<file path="config.mk">
export PLATFORM = sky130hd
export DESIGN_NAME = mem_bus_arbiter
export DESIGN_NICKNAME = d
export VERILOG_FILES = /design/src/rtl/mem_bus_arbiter.sv
export SDC_FILE = /design/constraint.sdc
export NUM_CORES = 1
export LEC_CHECK = 0
export CORE_ASPECT_RATIO = 0.5
export CORE_MARGIN = 2
export CORE_UTILIZATION = 36
export CTS_BUF_LIST = sky130_fd_sc_hd__clkbuf_8 sky130_fd_sc_hd__clkbuf_16
export DETAILED_ROUTE_END_ITERATION = 6
export MAX_ROUTING_LAYER = met4
export PLACE_DENSITY = 0.84
export SLEW_MARGIN = 20
export SYNTH_ARGS = -nofsm -noshare
export SYNTH_HDL_FRONTEND = slang
export SYNTH_SLANG_ARGS = --single-unit
</file>
<file path="constraint.sdc">
create_clock -name clk -period 1.65 [get_ports clk]
set_input_delay 0.165 -clock clk [delete_from_list [all_inputs] [get_ports clk]]
set_output_delay 0.165 -clock clk [all_outputs]
set_load 0.05 [all_outputs]
</file>
<file path="src/rtl/mem_bus_arbiter.sv">
`default_nettype none
// ============================================================================
// Module      : mem_bus_arbiter
// Description : Two-master arbiter (CPU core and debug/program loader) in
//               front of a single-port memory. Each access is a req/gnt/ack
//               handshake taking one SERVE cycle. Fixed CPU priority with a
//               starvation counter guaranteeing debug service. Defining the
//               macro MEM_ARB_RR_EN replaces that policy with round-robin.
// Revision    : 1.0 - initial release
// ============================================================================
module mem_bus_arbiter #(
    parameter int AWIDTH   = 5,
    parameter int DWIDTH   = 8,
    parameter int MAX_WAIT = 4
) (
    input  logic              clk,
    input  logic              rst,
    input  logic              cpu_req,
    input  logic              cpu_wr,
    input  logic [AWIDTH-1:0] cpu_addr,
    input  logic [DWIDTH-1:0] cpu_wdata,
    output logic              cpu_gnt,
    output logic              cpu_ack,
    output logic [DWIDTH-1:0] cpu_rdata,
    input  logic              dbg_req,
    input  logic              dbg_wr,
    input  logic [AWIDTH-1:0] dbg_addr,
    input  logic [DWIDTH-1:0] dbg_wdata,
    output logic              dbg_gnt,
    output logic              dbg_ack,
    output logic [DWIDTH-1:0] dbg_rdata,
    output logic              mem_rd,
    output logic              mem_wr,
    output logic [AWIDTH-1:0] mem_addr,
    output logic [DWIDTH-1:0] mem_wdata,
    input  logic [DWIDTH-1:0] mem_rdata
);

    localparam logic [1:0] S_IDLE      = 2'd0;
    localparam logic [1:0] S_SERVE_CPU = 2'd1;
    localparam logic [1:0] S_SERVE_DBG = 2'd2;

    logic [1:0] r_state;
    logic [1:0] w_state_nxt;
    logic       w_pick_dbg;   // debug port wins the IDLE arbitration

`ifdef MEM_ARB_RR_EN
    logic r_last_dbg;         // 1 = debug port won the most recent grant

    // Contention goes to whichever port did not win last time
    always_comb begin
        w_pick_dbg = dbg_req && (!cpu_req || !r_last_dbg);
    end

    // Remember the winner of every grant
    always_ff @(posedge clk) begin
        if (!rst) begin
            r_last_dbg <= 1'b0;
        end else if (r_state == S_IDLE && w_state_nxt != S_IDLE) begin
            r_last_dbg <= (w_state_nxt == S_SERVE_DBG);
        end
    end
`else
    localparam int              WCW         = $clog2(MAX_WAIT + 1);
    localparam logic [WCW-1:0]  c_max_wait  = WCW'(MAX_WAIT);

    logic [WCW-1:0] r_wait_cnt;

    // CPU wins contention unless debug has already lost MAX_WAIT times
    always_comb begin
        w_pick_dbg = dbg_req && (!cpu_req || (r_wait_cnt == c_max_wait));
    end

    // Count debug's lost arbitrations; clear on grant or when it gives up
    always_ff @(posedge clk) begin
        if (!rst) begin
            r_wait_cnt <= '0;
        end else if (!dbg_req || w_state_nxt == S_SERVE_DBG) begin
            r_wait_cnt <= '0;
        end else if (r_state == S_IDLE && w_state_nxt == S_SERVE_CPU &&
                     r_wait_cnt != c_max_wait) begin
            r_wait_cnt <= r_wait_cnt + WCW'(1);
        end
    end
`endif

    // Next state: arbitrate in IDLE, every SERVE cycle returns to IDLE
    always_comb begin
        w_state_nxt = S_IDLE;
        if (r_state == S_IDLE) begin
            if (w_pick_dbg) begin
                w_state_nxt = S_SERVE_DBG;
            end else if (cpu_req) begin
                w_state_nxt = S_SERVE_CPU;
            end
        end
    end

    // Grant and memory-side outputs; reset blocks any memory strobe
    always_comb begin
        cpu_gnt   = 1'b0;
        dbg_gnt   = 1'b0;
        mem_rd    = 1'b0;
        mem_wr    = 1'b0;
        mem_addr  = '0;
        mem_wdata = '0;
        case (r_state)
            S_SERVE_CPU: begin
                cpu_gnt   = 1'b1;
                mem_addr  = cpu_addr;
                mem_wdata = cpu_wdata;
                mem_wr    = cpu_wr;
                mem_rd    = !cpu_wr;
            end
            S_SERVE_DBG: begin
                dbg_gnt   = 1'b1;
                mem_addr  = dbg_addr;
                mem_wdata = dbg_wdata;
                mem_wr    = dbg_wr;
                mem_rd    = !dbg_wr;
            end
            default: ;
        endcase
        if (!rst) begin
            mem_rd = 1'b0;
            mem_wr = 1'b0;
        end
    end

    // State register, completion pulses and read-data capture
    always_ff @(posedge clk) begin
        if (!rst) begin
            r_state   <= S_IDLE;
            cpu_ack   <= 1'b0;
            dbg_ack   <= 1'b0;
            cpu_rdata <= '0;
            dbg_rdata <= '0;
        end else begin
            r_state <= w_state_nxt;
            cpu_ack <= (r_state == S_SERVE_CPU);
            dbg_ack <= (r_state == S_SERVE_DBG);
            if (r_state == S_SERVE_CPU && !cpu_wr) begin
                cpu_rdata <= mem_rdata;
            end
            if (r_state == S_SERVE_DBG && !dbg_wr) begin
                dbg_rdata <= mem_rdata;
            end
        end
    end

endmodule
`default_nettype wire

</file>
# --- Word-level counts from Yosys, hierarchy flattened ---
# Index checks and enable logic that the tools add are counted.
totals:
  reg_bits: 23
  wordCells: 38
  input_bits: 40
  out_inout_bits: 35
op_classes:
  n_reduce_logical: 13
  n_addsub: 1
  muxes: 11
  bitwise: 1
  n_eq_ne: 6
op_table:
  columns: ["op", "count"]
  rows:
  - ["$pmux W8 S2", 1]
  - ["$pmux W5 S2", 1]
  - ["$logic_and A1 B1 Y1", 5]
  - ["$mux W1", 5]
  - ["$eq A2 B1 Y1 const B", 2]
  - ["$eq A2 B2 Y1 const B", 2]
  - ["$logic_not A1 Y1", 4]
  - ["$mux W2", 2]
  - ["$pmux W1 S2", 2]
  - ["$add A3 B1 Y3 const B", 1]
  - ["$eq A3 B3 Y1 const B", 1]
  - ["$ne A3 B3 Y1 const B", 1]
  - ["$logic_not A2 Y1", 1]
  - ["$logic_or A1 B1 Y1", 2]
  - ["$reduce_or A2 Y1", 1]
  - ["$not A1 Y1", 1]

# --- Logic depth before layout (Yosys ltp) ---
# Gate-level depths: netlist of the first run.
logic_depth:
  depth_word: 8
  mapped_depth: 7
  depth_no_buf: 5

# --- Worst setup path after synthesis of the first run ---
# No wires, ideal clock.
synth_path:
  kind: "register -> output"
  startpoint: "register r_state[1]"
  endpoint: "output port mem_rd"
  n_path_buf: 2
  setup_slack_ns: -0.566
  t_required_ns: 1.485
  stages_incl_launch_ff: 7
  arrival_ns: 2.051
  cell_sequence: "dfxtp_1 inv_1 ha_1 buf_4 nand2b_1 buf_4 a21oi_1"
synth_between:
  elab_chain_cells: 3
  word_cells_on_any_way: 4
  classes_between: "eq/ne: 2; mux: 2"
synth_lines:
  columns: ["item", "line_no", "source"]
  rows:
  - ["start: declaration", "43", "logic [1:0] r_state;"]
  - ["start signal: assignment", "139", "r_state <= w_state_nxt;"]
  - ["$eq A2 B2 Y1 or $eq A2 B1 Y1 (tied branches)", "107", "case (r_state)"]
  - ["$pmux W1 S2 *", "107", null]
  - ["$mux W1 *", "124", "if (!rst) begin"]
  - ["end: declaration", "32", "output logic mem_rd,"]
# Mark *: on every way between the ends. The rest lies on a longest branch, timed or not.

# --- Worst setup path in the final report of the first run ---
layout_path:
  startpoint: "register r_state[0]"
  endpoint: "output port mem_wdata[3]"
layout_between:
  elab_chain_cells: 2
  word_cells_on_any_way: 3
  classes_between: "eq/ne: 2; mux: 1"
layout_lines:
  columns: ["item", "line_no", "source"]
  rows:
  - ["$eq A2 B2 Y1 or $eq A2 B1 Y1 (tied branches)", "107", null]
  - ["$pmux W8 S2 *", "107", null]
  - ["end: declaration", "35", "output logic [DWIDTH-1:0] mem_wdata,"]
# Marked as above.

==> results of run 1 <==
-- per-layer routing --
layer  global-route usage (%)  share of wire, %  up-vias  routed length [um]
li1                         -                 -      634                   -
met1                     26.2                41      624                1620
met2                     37.8                50       58                2010
met3                     6.90               7.4        8                 295
met4                     7.30               1.8        0                  72
met5                        -                 0        -                   0
-- synth_stat cells (all sizes together) --
| cell type | n | share of area (%) |
|---|---|---|
| nand2 | 36 | 12 |
| dfxtp | 23 | 39 |
| a21boi | 17 | 11 |
| a22oi | 14 | 8.9 |
| nor2b | 13 | 6.9 |
| buf | 8 | 4.9 |
| ha | 5 | 5.3 |
| inv | 5 | 1.6 |
| a21oi | 4 | 1.7 |
| clkbuf | 3 | 0.96 |
| nand3 | 3 | 1.3 |
| and2 | 2 | 1.1 |
| and2b | 2 | 1.3 |
| nand2b | 2 | 1.1 |
| a31oi | 1 | 0.53 |
| nand4b | 1 | 0.75 |
| nor2 | 1 | 0.32 |
| nor3 | 1 | 0.43 |
| nor3b | 1 | 0.64 |
| o21ai | 1 | 0.43 |
-- path summary, 6_finish.rpt --
check | slack [ns] | end | start | cells after the start
min | 0.45 | dbg_rdata[3]$_SDFFE_PN0N_ | dbg_rdata[3]$_SDFFE_PN0N_ | 2
min reg2reg | 0.45 | dbg_rdata[3]$_SDFFE_PN0N_ | dbg_rdata[3]$_SDFFE_PN0N_ | 2
max reg2reg | 0.24 | cpu_rdata[6]$_SDFFE_PN0P_ | r_state[1]$_SDFF_PN0_ | 6
max | 0.003 | mem_wdata[3] | r_state[0]$_SDFF_PN0_ | 6
-- registers in the layout, indices dropped and copies added (netlist names) --
name and flops:
cpu_rdata 8, dbg_rdata 8, r_wait_cnt 3, r_state 2, cpu_ack 1, dbg_ack 1
-- cells by family after synthesis --
kind of cell	synth area share [%]
compound gates	22.8
fa+ha+maj	5.32
buf+inv	7.45
flops	39.2
simple gates	25.2
-- metrics by stage --
stage,instances,cell area [um2]
6_report,260,2400
5_1_grt,260,2400
4_1_cts,259,2380
3_5_place_dp,250,2180
3_3_place_gp,250,2180
2_1_floorplan,143,1280
-- cell type report --
| cell class | count | area (um2) |
|---|---|---|
| clock buffer | 3 | 41.3 |
| inverter | 5 | 21.3 |
| tap | 40 | 50.0 |
| timing repair buffer | 84 | 1000 |
| multi-input combinational | 104 | 818 |
| fill | 190 | 643 |
| sequential | 23 | 465 |
| clock inverter | 1 | 3.75 |
-- worst max-delay path, cell delays in order (launching register included) --
cell	delay (ns)
dfxtp_4	0.39
inv_4	0.05
ha_4	0.16
buf_12	0.14
a22oi_1	0.22
nor2b_2	0.09
buf_12	0.15
-- power by group --
part	switching, uW	internal [uW]	total [uW]	leakage, uW
Clock	178	166	344	0.0000269
Sequential	10.6	569	579	0.000188
Combinational	211	238	449	0.000642
Total	399	974	1370	0.000857
-- timing repair --
item | 4_1_cts | 5_1_grt
resized for setup | 22 | 6
endpoints found under the setup margin | 15 | 12
hold buffers | 0 | 0
buffers inserted | 5 | 1
pin swaps | 3 | 8
==> flow_summary.ini, run 1 <==
[status]
status = finished, final reports clean

[finish]
mostFrequentLayoutCells = clkdlybuf4s50_1 (50), nand2_1 (35), dfxtp_1 (21)
drive_gt1_share_pct = 32.7
fin_nets = 266
final_common_cell = clkdlybuf4s50_1
n_antenna_cell = 0
area_delta_synth_final_pct = 105
post-route-util_pct = 78.9

[worst_setup_path]
critPathCaptureType = output port
worstSetupPathType = flip-flop to output port
crit_path_start_kind = flip-flop
critPathMaxFanout = 9
required_ns = 1.48
arrival_ns = 1.48

[yosys]
synth_area_um2 = 1170
postSynthAreaPerCell_um2 = 8.22
synth-seq-cells = 23
synth_cells = 143
synth_cell_types = 22
ys_seq_area_share_pct = 39.2
syn_nets = 188
yosys_warnings = 0

[route]
wire_per_inst_um = 15.4
first_pass_iters = 4
vias_per_cell = 5.09
vias = 1324
drc = 0
drtAntennaViolNets = 0
wl_um = 4000
drt-initial-drc-count = 33

[cts]
clk_latency_ns = 0.27
clkSinkCount = 23
cts_inserted_buffers = 3
clockBufferDepth = 2
clockRootBuffer = clkbuf_8
clk_pin_slew_worst_paths_ns = 0.08
htree_num_levels = 1
tritoncts = built

[floorplan]
ios = 75
initial_core_util_pct = 38.5
std_cell_rows = 14
die_x_um = 84.8
die_h_um = 44.4
die_area_um2 = 3760
coreArea_um2 = 3050

[global_routing]
grt_start_max_net_pins = 21
grt_first_pass_wirelength_um = 6280
grtUsageTotal_pct = 22.4
antenna_found_initial = 0
grt_overflow = 0
grt_pass1_vias = 1354

[timing]
drv_slew = 0
post-route-period-util_pct = 99.8
tightestPinTransition_ns = 0.505
fin_hold_ws_ns = 0.454
setup_viol = 0
tns_ns = 0
max_slew_margin_pct = 66.2
max_freq_mhz = 607
fin_skew_ns = 0.00434
rsz0062_at_grt = true
period_minus_slack_ns = 1.65
setup_slack_ns = 0.00316
hold_viol = 0

[power_and_ir_drop]
pwr_density_cell_nw_per_um2 = 571
total_power_uw = 1370
ir_worst_vdd_uv = 434
leakage_uw = 0.000857

[place]
dp_hpwl_um = 2710
gp_congestion = 0.742
io_buffers = 74
place_ws_ns = 0.166

[flow_run]
drv_cap = 0

[hold_path]
hold_path_class = flip-flop to flip-flop
Note: power is estimated with default switching activity, not from simulation.
==> run 2, diff against run 1 <==
RECOVER_POWER = 50   (was unset)
clock period = 1.75 ns   (was 1.65 ns; I/O delays follow)
==> run 2 against run 1 <==
Wire length is 3.3% lower. Count of clock-buffer cells in the layout stayed put. Power down 6.4%. Critical endpoint is now mem_addr[4]. Largest power group unchanged.
==> flow_summary.ini, run 2 (same netlist as run 1, synthesis figures left out) <==
[status]
status = finished, final reports clean

[worst_setup_path]
arrival_ns = 1.51
worstSetupPathType = flip-flop to output port
critPathCaptureType = output port
required_ns = 1.57
crit_path_start_kind = flip-flop
critPathMaxFanout = 9

[place]
io_buffers = 74
dp_hpwl_um = 2720
gp_congestion = 0.735
dp_cells = 250
placedInstanceArea_um2 = 2200

[finish]
fin_nets = 268
mostFrequentLayoutCells = clkdlybuf4s50_1 (56), nand2_1 (36), dfxtp_1 (21)
final_cell_area_um2 = 2400
multi_input_area_um2 = 811
top_regs = cpu_rdata (8), dbg_rdata (8), r_wait_cnt (3)
post-route-util_pct = 78.7
final-seq-area_um2 = 463
drive_gt1_share_pct = 28.8
final.fill_count = 196
area_delta_synth_final_pct = 104
final_common_cell = clkdlybuf4s50_1
fin_cells = 262
n_antenna_cell = 0

[cts]
clockBufferDepth = 2
clockRootBuffer = clkbuf_8
htree_num_levels = 1
clk_latency_ns = 0.27
clk_pin_slew_worst_paths_ns = 0.08
tritoncts = built
cts_inserted_buffers = 3
clkSinkCount = 23

[global_routing]
grt_pass1_vias = 1272
grt_first_pass_wirelength_um = 5470
grt_overflow = 0
grtUsageTotal_pct = 19.1
antenna_found_initial = 0
grt_start_max_net_pins = 21

[floorplan]
coreArea_um2 = 3050
initial_core_util_pct = 38.5
std_cell_rows = 14
die_area_um2 = 3760
die_h_um = 44.4
ios = 75
die_x_um = 84.8

[timing]
tightestPinTransition_ns = 0.714
setup_viol = 0
drv_slew = 0
max_slew_margin_pct = 52.4
fin_hold_ws_ns = 0.457
max_freq_mhz = 593
period_minus_slack_ns = 1.69
post-route-period-util_pct = 96.3
fin_skew_ns = 0.00396
hold_viol = 0

[route]
wire_per_inst_um = 14.8
vias = 1291
drtAntennaViolNets = 0
wl_um = 3870
vias_per_cell = 4.93
first_pass_iters = 4
drc = 0
drt-initial-drc-count = 65

[flow_run]
drv_cap = 0

[power_and_ir_drop]
leakage_uw = 0.000841
ir_worst_vdd_uv = 470
pwr_density_cell_nw_per_um2 = 536

[hold_path]
hold_path_class = flip-flop to flip-flop
==> run 2: routing by layer <==
layer | track usage, % | part of all wire (%) | vias to the layer above
li1 | - | - | 635
met1 | 20.2 | 40 | 599
met2 | 35.1 | 50 | 53
met3 | 7.28 | 8.2 | 4
met4 | 3.81 | 0.83 | 0
met5 | - | 0 | -
==> run 2: final timing paths <==
check	start	to	slack (ns)	depth (start not counted)
max reg2reg	r_state[0]$_SDFF_PN0_	dbg_rdata[2]$_SDFFE_PN0N_	0.29	6
max	r_state[1]$_SDFF_PN0_	mem_addr[4]	0.06	6
min reg2reg	dbg_rdata[5]$_SDFFE_PN0N_	dbg_rdata[5]$_SDFFE_PN0N_	0.46	2
min	dbg_rdata[5]$_SDFFE_PN0N_	dbg_rdata[5]$_SDFFE_PN0N_	0.46	2
==> run 2: stage by stage <==
stage / setup slack (ns) / total power, uW / TNS (ns)
after floorplan: 0.0871 / 750 / 0
after detailed placement: 0.254 / 929 / 0
final: 0.0649 / 1280 / 0
after CTS: 0.00210 / 1260 / 0
after global placement: 0.307 / 923 / 0
after global routing: -0.0176 / 1330 / -0.0407
==> run 2: what timing repair did <==
item	in CTS	in global routing
gates resized for setup	3	14
setup endpoints to repair	12	15
hold buffers	0	0
cloned	0	0
endpoints found under the hold margin	0	0
setup buffers	0	8
pin swaps	0	2
==> run 2: critical path, cell delays in order (launching register included) <==
cell	delay, ns
dfxtp_2	0.37
inv_2	0.07
ha_4	0.16
clkbuf_4	0.19
a22oi_2	0.22
nor2b_4	0.07
buf_12	0.15
==> run 2: cell type report <==
type / instances / area share, %
repair buffers: 86 / 42.1
inverters: 5 / 0.783
clock buffers: 3 / 1.72
well taps: 40 / 2.09
clock inverters: 1 / 0.157
flip-flops and latches: 23 / 19.3
multi-input cells: 104 / 33.8
==> run 2: power by group <==
| part | total, uW | switching (uW) | leakage, uW | internal, uW |
|---|---|---|---|---|
| clock | 326 | 169 | 0.0000269 | 157 |
| sequential | 546 | 8.57 | 0.000187 | 537 |
| combinational | 412 | 194 | 0.000627 | 218 |
| total | 1280 | 372 | 0.000841 | 912 |
==> run 3, diff against run 2 <==
CORE_UTILIZATION = 40   (was 36)
DONT_BUFFER_PORTS = 1   (was unset)
PLACE_DENSITY = 0.58   (was 0.84)
==> run 3 against run 2 <==
Count of clock-buffer cells in the layout is the same. Critical path depth shrank 2. Combinational power shrank 53%. Cell area shrank 37%. Die area shrank 9.3%. Fmax grew 2.6%. Wire length shrank 32%. Utilization shrank 22 points. Global-route usage shrank 3.1 points. Clock power is essentially flat. Worst hold slack lost 0.44 ns. Critical path type unchanged.
==> flow_summary.ini, run 3 (same netlist as run 1, synthesis figures left out) <==
[status]
status = finished, final reports clean

[worst_setup_path]
critPathMaxFanout = 8
arrival_ns = 1.47
critPathCaptureType = output port
worstSetupPathType = flip-flop to output port
crit_chain = inv_2, ha_4, buf_4, nor2b_4
cp_slowest_stage_delay_ns = 0.37
cp_slowest_cell = dfxtp_2
crit_path_start_kind = flip-flop
required_ns = 1.57

[place]
place_ws_ns = 0.282
dp_hpwl_um = 2010
dp_cells = 181
gp_congestion = 0.663
io_buffers = 0

[finish]
drive_gt1_share_pct = 25.7
top_regs = cpu_rdata (8), dbg_rdata (8), r_wait_cnt (3)
fin_nets = 194
n_antenna_cell = 0
mostFrequentLayoutCells = nand2_1 (36), dfxtp_1 (21), a21boi_1 (15)
area_delta_synth_final_pct = 28.4
final_common_cell = nand2_1
fin_cells = 185

[power_and_ir_drop]
p_seq_share_pct = 52.7
ir_worst_vdd_uv = 407
pwr_density_cell_nw_per_um2 = 730
combPwrFrac_pct = 17.7
leakage_uw = 0.000502
switching_share_pct = 28.9
net-switching-power_uw = 319
p_int_uw = 783
total_power_uw = 1100
p_clk_share_pct = 29.6

[route]
first_pass_iters = 3
drc = 0
vias_per_cell = 5.29
wire_per_inst_um = 14.1
vias = 979
drt-initial-drc-count = 15
wl_um = 2610
drtAntennaViolNets = 0

[timing]
period_minus_slack_ns = 1.64
max_freq_mhz = 609
fin_skew_ns = 0.00439
max_slew_margin_pct = 64.5
setup_slack_ns = 0.107
rsz0062_at_grt = false
hold_viol = 0
post-route-period-util_pct = 93.9
tns_ns = 0
drv_slew = 0
tightestPinTransition_ns = 0.532
setup_viol = 0

[floorplan]
initial_core_util_pct = 43.8
std_cell_rows = 13
die_area_um2 = 3410
die_x_um = 80.6
die_h_um = 42.3
ios = 75
coreArea_um2 = 2680

[cts]
clockBufferDepth = 2
clkSinkCount = 23
tritoncts = built
cts_setup_buffers = 0
ctsHoldBuffers = 0
clk_pin_slew_worst_paths_ns = 0.08
clockRootBuffer = clkbuf_8
cts_inserted_buffers = 3
htree_num_levels = 1
clk_latency_ns = 0.26

[global_routing]
grt_pass1_vias = 910
grt_first_pass_wirelength_um = 4150
antenna_found_initial = 0
grt_overflow = 0
grt_start_max_net_pins = 22
grtUsageTotal_pct = 16.0

[flow_run]
drv_cap = 0

[hold_path]
hold_path_class = input pin to flip-flop
run 3: critical path, delay by kind of cell (launching register included):
kind / cells / cell delay [ns]
adder cells (fa/ha/maj): 1 / 0.29
buffers and inverters: 2 / 0.21
flip-flops: 1 / 0.37
AND/OR/NAND/NOR: 1 / 0.34
run 3: worst paths after layout:
kind | to | depth (start not counted) | slack (ns) | start
setup / recovery | mem_wdata[2] | 4 | 0.11 | r_state[0]$_SDFF_PN0_
hold / removal | r_state[0]$_SDFF_PN0_ | 1 | 0.02 | dbg_req
setup reg to reg | dbg_rdata[2]$_SDFFE_PN0N_ | 5 | 0.45 | r_state[0]$_SDFF_PN0_
hold reg to reg | r_wait_cnt[1]$_SDFFE_PP0P_ | 2 | 0.48 | r_wait_cnt[1]$_SDFFE_PP0P_
run 3: layout make-up:
cell class / instances / area (um2)
clock inverter: 1 / 5.00
timing repair buffer: 12 / 178
multi-input combinational: 104 / 757
sequential: 23 / 463
clock buffer: 3 / 41.3
inverter: 5 / 18.8
fill: 263 / 1170
tap: 37 / 46.3
run 3: timing repair:
action | 4_1_cts | 5_1_grt
gates resized for setup | 4 | 3
endpoints found under the setup margin | 6 | 12
pin swaps | 0 | 1
run 3: routing by layer:
metal	global-route usage, %	wire length [um]	vias to the layer above
met5	-	0	-
met4	3.05	12	0
met3	6.25	333	2
met2	26.5	1180	54
met1	18.6	1080	438
li1	-	-	485
run 3: power groups by stage:
stage               combinational, uW  sequential (uW)  clock (uW)
finish                            195              581         326
global route                      211              584         365
CTS                               198              581         341
detailed placement                188              592           0
global placement                  188              592           0
floorplan                         160              590           0
run 3: stage by stage:
stage | area [um2] | hold WS, ns | util (%)
2_1_floorplan | 1280 | 0.284 | -
6_report | 1510 | 0.0194 | 56.2
4_1_cts | 1510 | 0.0181 | 56.3
5_1_grt | 1510 | 0.0209 | 56.2
3_3_place_gp | 1430 | 0.306 | 53.3
3_5_place_dp | 1430 | 0.300 | 53.3
